--- src/rtl/i2s_rx_deserializer.sv ---
// I2S master receiver: generates SCK/WS and captures MSB-first slot samples into a valid/ready output.
// Sample is presented 1 clk after its last data bit; an unaccepted sample overwritten sets sticky overrun.
module i2s_rx_deserializer #(
  parameter int CLK_DIV    = 2,
  parameter int DATA_WIDTH = 24,
  parameter int SLOT_WIDTH = 32
) (
  input  logic                  clk_i,
  input  logic                  rst_i,
  input  logic                  en_i,
  output logic                  sck_o,
  output logic                  ws_o,
  input  logic                  sd_i,
  output logic [DATA_WIDTH-1:0] sample_o,
  output logic                  chan_o,
  output logic                  valid_o,
  input  logic                  ready_i,
  output logic                  overrun_o
);

  localparam int FRAME = 2 * SLOT_WIDTH;
  localparam int DIV_W = (CLK_DIV > 1) ? $clog2(CLK_DIV) : 1;
  localparam int P_W   = $clog2(FRAME);

  localparam logic [DIV_W-1:0] DIV_LAST = DIV_W'(CLK_DIV - 1);
  localparam logic [P_W-1:0]   P_LAST   = P_W'(FRAME - 1);
  localparam logic [P_W-1:0]   SLOT     = P_W'(SLOT_WIDTH);
  localparam logic [P_W-1:0]   WS_START = P_W'(SLOT_WIDTH - 1);
  localparam logic [P_W-1:0]   DW_P     = P_W'(DATA_WIDTH);
  localparam logic [P_W-1:0]   DW_LAST  = P_W'(DATA_WIDTH - 1);

  logic [DIV_W-1:0]    div_cnt;
  logic [P_W-1:0]      p;
  logic [P_W-1:0]      p_next;
  logic [P_W-1:0]      bit_idx;
  logic                tick;
  logic                sck_rise;
  logic                sck_fall;
  logic                cur_slot;
  logic                done;
  logic                done_chan;
  logic [DATA_WIDTH-1:0] shreg;
  logic [DATA_WIDTH:0]   shreg_ext;

  always_comb begin
    tick      = (div_cnt == DIV_LAST);
    sck_rise  = tick && !sck_o;
    sck_fall  = tick && sck_o;
    p_next    = (p == P_LAST) ? '0 : p + 1'b1;
    cur_slot  = (p >= SLOT);
    bit_idx   = cur_slot ? p - SLOT : p;
    shreg_ext = {shreg, sd_i};
  end

  always_ff @(posedge clk_i) begin
    if (rst_i || !en_i) begin
      div_cnt   <= '0;
      sck_o     <= 1'b0;
      ws_o      <= 1'b0;
      p         <= P_LAST;
      shreg     <= '0;
      done      <= 1'b0;
      done_chan <= 1'b0;
      valid_o   <= 1'b0;
      chan_o    <= 1'b0;
      sample_o  <= '0;
      if (rst_i) overrun_o <= 1'b0;
    end else begin
      done <= 1'b0;
      if (tick) begin
        div_cnt <= '0;
        sck_o   <= ~sck_o;
      end else begin
        div_cnt <= div_cnt + 1'b1;
      end

      // WS switches one SCK ahead of the slot MSB
      if (sck_fall) begin
        p    <= p_next;
        ws_o <= (p_next >= WS_START) && (p_next != P_LAST);
      end

      if (sck_rise) begin
        if (bit_idx < DW_P) shreg <= shreg_ext[DATA_WIDTH-1:0];
        if (bit_idx == DW_LAST) begin
          done      <= 1'b1;
          done_chan <= cur_slot;
        end
      end

      if (done) begin
        sample_o <= shreg;
        chan_o   <= done_chan;
        valid_o  <= 1'b1;
        if (valid_o && !ready_i) overrun_o <= 1'b1;
      end else if (valid_o && ready_i) begin
        valid_o <= 1'b0;
      end
    end
  end

endmodule

--- config.mk ---
export PLATFORM = sky130hd
export DESIGN_NAME = i2s_rx_deserializer
export DESIGN_NICKNAME = d
export VERILOG_FILES = /design/src/rtl/i2s_rx_deserializer.sv
export SDC_FILE = /design/constraint.sdc
export NUM_CORES = 1
export LEC_CHECK = 0
export ABC_AREA = 1
export BUFFER_PORTS_ARGS = -buffer_cell sky130_fd_sc_hd__buf_2
export CORE_MARGIN = 8
export CORE_UTILIZATION = 40
export CTS_CLUSTER_DIAMETER = 150
export DETAILED_ROUTE_END_ITERATION = 12
export RECOVER_POWER = 100
export SLEW_MARGIN = 20
export SYNTH_ARGS = -nofsm -noshare
export SYNTH_HDL_FRONTEND = slang
export SYNTH_SLANG_ARGS = --single-unit
--- constraint.sdc ---
create_clock -name clk_i -period 1.75 [get_ports clk_i]
set_input_delay 0.35 -clock clk_i [delete_from_list [all_inputs] [get_ports clk_i]]
set_output_delay 0.35 -clock clk_i [all_outputs]
set_load 0.1 [all_outputs]
Word-level counts from Yosys, hierarchy flattened
Index checks and enable logic that the tools add are counted.
W data, S select, Z words.
- add/sub/neg operators: 3
- magnitude comparators: 3
- equality and inequality tests: 4
- multiplexer cells: 9
- bitwise gates (word level): 2
- reductions and logical operators: 17
- operators with widths (operator ; count):
    $mux W6 ; 2
    $mux W1 ; 7
    $add A6 B1 Y6 const B ; 1
    $eq A6 B5 Y1 const B ; 1
    $eq A6 B6 Y1 const B ; 1
    $ge A6 B5 Y1 const B ; 1
    $ge A6 B6 Y1 const B ; 1
    $lt A6 B5 Y1 const B ; 1
    $ne A6 B6 Y1 const B ; 1
    $reduce_bool A2 Y1 ; 3
    $sub A6 B6 Y6 const B ; 1
    $logic_and A1 B1 Y1 ; 5
    $reduce_and A2 Y1 ; 2
    $reduce_or A2 Y1 ; 2
    $logic_not A1 Y1 ; 3
    $reduce_and A3 Y1 ; 1
    $ne A2 B2 Y1 const B ; 1
    $not A1 Y1 ; 2
    $add A1 B1 Y1 const B ; 1
    $logic_or A1 B1 Y1 ; 1
- flip-flop bits (word level): 62
- input port bits: 5
- output and inout bits: 29

Depth between registers and ports, before layout
- word-level depth: 5
- depth in mapped cells: 9
- mapped depth without buffers: 9

Worst setup path before layout
No wires, ideal clock.
- kind: reg-to-reg
- start: register sck_o
- end: register p[4]
- library setup time: 0.123 ns
- arrival time: 1.797 ns
- data required time: 1.627 ns
- slack: -0.170 ns
- stages on the path, launching flop included: 6
- buffers on the path: 0
- period minus slack after synthesis: 1.920 ns
- cells stage by stage: dfxtp_1 nand2_1 inv_1 nand3_1 a21oi_1 o21ai_0
- word-level cells in the longest chain between the ends: 1
- RTL lines (element ; RTL line ; text):
    from (decl) ; 11 ; output logic sck_o,
    from (signal assigned) ; 72 ; sck_o <= ~sck_o;
    $logic_and A1 B1 Y1 ; 48 ; sck_fall = tick && sck_o;
    to (signal assigned) ; 79 ; p <= p_next;
    to (decl) ; 33 ; logic [P_W-1:0] p;
No other way between the ends.
A chain may end at the register's enable or synchronous reset.

Worst setup path after layout
- start: register sck_o
- end: output sck_o
No word-level cell between the ends.

==> impl.org <==
** Clocking
- In this run, post-CTS repair resized a total of 0 instances.
- Hold-fix buffers at CTS :: 0
- Max Root-Sink Buffers :: 2
- Number of clock sinks :: 62
- Post-CTS setup repair buffer count :: 0
- The clock reaches the later pin of the worst-skew pair after 320 ps.
- CTS tree :: yes
- Total number of H-tree levels :: 3
- Clock edge transition at the registers on the reported setup and hold paths :: roughly 60 ps
- CTS placed an instance of clkbuf_8 at the clock tree root.
- TritonCTS Buffers :: 9

** Synthesis
- For this run, asynchronously set or reset flops after synthesis account for 0%.
- Yosys instantiated no cell more often than nand2_1.
- Synthesized netlist cell count :: 295
- Main flop type after synthesis :: dfxtp_1
- After Yosys synthesis, and, or, nand and nor cells account for between 20% and 30% of the synthesized area.
- Largest family of logic cells by synthesized area :: simple AND/OR/NAND/NOR gates
- After synthesis, the cell types taking the most area are dfxtp_1 (54%), nand2_1 (11%), nor2_1 (9.4%).
- EDFF count, synth :: 1
- Fraction of post-synthesis cell area in the top cell type by area :: 53.5%
- Of the total synthesized cell area, the portion taken by full adders, half adders and majority gates is under 10%.
- In this run, distinct cell masters in the synthesized netlist total 21.
- Compound-cell area share of the yosys netlist :: between 10% and 20%
- dfxtp_1 takes more of the synthesized area than any other cell.
- Synthesis produced a netlist with a net count of between 300 and 400.
- Of the total synthesized cell area, the portion taken by XOR and XNOR cells is 0%.
- In this run the mean area of a mapped cell was 7.73 um2.
- Multiplexer area fraction after synthesis :: 0%
- The mapped netlist covers 2280 um2.
- Number of synthesis warnings :: 0
- Sequential-to-total area share from yosys stat :: 54.9%
- Seq cells post-synth :: 62
- Sorting the synthesized cells by how often they occur yields nand2_1 (65), dfxtp_1 (61), nor2_1 (57), a21oi_1 (30), o21ai_0 (30).

** Finish
- Diode count :: 0
- Compared with the post-synthesis result, the final layout area differs by 17.5%.
- The net count of the finished layout is 337.
- Share of final-layout standard cells stronger than drive strength 1 :: 15.6%

** Drt
- The first detailed-routing pass ran for 4 iterations.
- Using the TritonRoute via totals, the vias-per-cell ratio works out to roughly 4.7.
- For this block, the routed nets add up to roughly 4800 um of wire.
- After detailed routing, the average wire length per cell comes to 11.9 um.
- Once detail routing completed, the nets flagged for antenna violations numbered 0.
- The final route contains 1912 vias.
- For this run, design rule violations remaining after detail routing come to 0.
- Number of DRC violations after detailed-routing iteration 0 :: just over 80

** Flow run
- The tool flagged a number of max-cap violations equal to 0.

** Run status
- The run finished with clean final reports.

** Critical path
- The slowest stage of the critical path is the clkbuf_2 cell.
- Endpoint of the most critical setup path :: sck_o
- Worst R2R End :: overrun_o
- At the worst endpoint, the required time is 1400 ps.
- Critical path peak fanout :: 4
- Slowest Stage Delay on Critical Path :: 460 ps
- In this run the number of cells on the critical path is 1.
- Worst r2r src :: done
- In this run the worst setup path begins at sck_o.
- Nature of the critical path endpoint :: output pin
- Critical path cell sequence :: clkbuf_2
- For the worst flop-to-flop path, the logic depth is 3.
- Bufs and invs on worst path :: 1
- CP Class :: reg -> out
- Startpoint type of the worst setup path :: flop
- FF-to-FF setup slack :: 400 ps
- The kind of cell with the highest combined delay along the critical path is buffers and inverters.
- Arrival time of data at the critical path endpoint :: 1150 ps

** Pwr
- Leakage power of the design :: 1.21 nW
- Peak supply drop :: 467 uV
- Power spread over the standard cell area amounts to 985 nW/um2.

** Placed design
- Detailed placement HPWL :: 3170 um
- Routability-driven placement finished with a final weighted congestion of roughly 0.79.
- Count of buffers inserted at the top-level ports :: 33

** Floorplan
- For this design the top-level I/O count stands at 34.
- In this run the vertical extent of the chip is between 90 and 100 um.
- Core Area :: 5510 um2
- For this configuration, the core starts out at a cell density of 41.4%.
- Die X :: 91.5 um
- Num rows :: 27
- The floorplan step defined a die boundary enclosing roughly 8400 um2.

** Timing
- The number of hold-slack violations in the final timing report is 0.
- Final sum of negative setup slack :: 0 ps
- Worst slew pin tran :: 758 ps
- Maximum clock skew at final layout :: 3.09 ps
- Dividing the final minimum period by the clock period gives 85.5%.
- Count of final max-slew check failures :: 0
- The smallest clock period supported by the final layout is computed as 1500 ps.
- Maximum frequency from static timing analysis :: 668 MHz
- WHS :: 274 ps
- Measured against its own limit, the worst slew margin works out to 49.4%.
- Setup repair after global routing left no endpoint under its margin.
- Setup violations remaining at the end of the flow were counted as 0.

** Global route
- Pin count of the biggest net entering global routing :: 31
- The number of antenna violations at the first check in global routing is 0.
- Global-route usage over all layers :: 12.0%
- Global-route wire length before repair :: roughly 8300 um
- Vias in the first global route :: between 1.5k and 2k
- The total overflow left after global routing is 0.

** Worst hold path
- Worst hold path type :: in -> reg
-- flip-flops by register name, summed over array words and instances (netlist names) --
signal	flops
sample_o	24
shreg	24
p	6
chan_o	1
div_cnt	1
done	1
done_chan	1
overrun_o	1
sck_o	1
valid_o	1
ws_o	1
-- routing by layer --
layer	wire length (um)	GRT usage, %	up-vias
met5	0	0	-
met4	64	6.96	0
met3	215	3.70	5
met2	2190	18.7	28
met1	2350	14.1	862
li1	-	-	1017
-- through the flow --
stage	utilization, %	power (W)	worst slack (ps)	cell area, um2	instances
finish	48.7	0.00264	253	2680	405
global route	48.7	0.00275	155	2680	405
CTS	48.8	0.00268	264	2690	405
detailed placement	45.4	0.00152	228	2500	390
global placement	45.4	0.00152	237	2500	390
floorplan	-	0.00150	211	2280	295
-- worst min path at each step --
stage / start / end / slack, ps / depth (start not counted)
final: sd_i / shreg[0] / 270 / 3
after global routing: sd_i / shreg[0] / 290 / 3
after CTS: sd_i / shreg[0] / 260 / 3
after detailed placement: sample_o[0] / sample_o[0] / 450 / 2
after global placement: sample_o[11] / sample_o[11] / 450 / 2
after floorplan: done_chan / done_chan / 430 / 2
-- layout make-up --
| cell class | count | area, um2 |
|---|---|---|
| fillers | 577 | 2830 |
| flip-flops and latches | 62 | 1250 |
| repair buffers | 38 | 194 |
| multi-input cells | 201 | 893 |
| well taps | 72 | 90.1 |
| inverters | 17 | 63.8 |
| clock buffers | 15 | 186 |
-- report_power, final --
| group | internal [W] | switching (W) | total, W |
|---|---|---|---|
| registers | 0.00142 | 0.00000404 | 0.00142 |
| clock network | 0.000663 | 0.000488 | 0.00115 |
| logic | 0.0000136 | 0.0000493 | 0.0000630 |
-- cells by family after synthesis --
family,Yosys count
AO/OA/AOI/OAI,66
adder cells (fa/ha/maj),3
AND/OR/NAND/NOR,132
flip-flops,62
buffers and inverters,32
-- cells in the final DEF (no fill, tap or decap), types with 2 or more instances in the layout --
cell type  netlist  routed
a21oi_1         30      30
o211ai_1         2       2
ha_1             3       3
buf_4            2       3
o21ai_1          2       2
clkbuf_1         5       5
nand3_1          6       6
nand2_1         65      65
dfxtp_1         61      60
buf_2            7       3
o21ai_0         30      30
inv_2            3       2
nand4_1          2       2
clkbuf_8         0      13
inv_1           14      15
clkbuf_2         0      29
nor2_1          57      57
No activity file was read; power rests on OpenSTA's default activity.
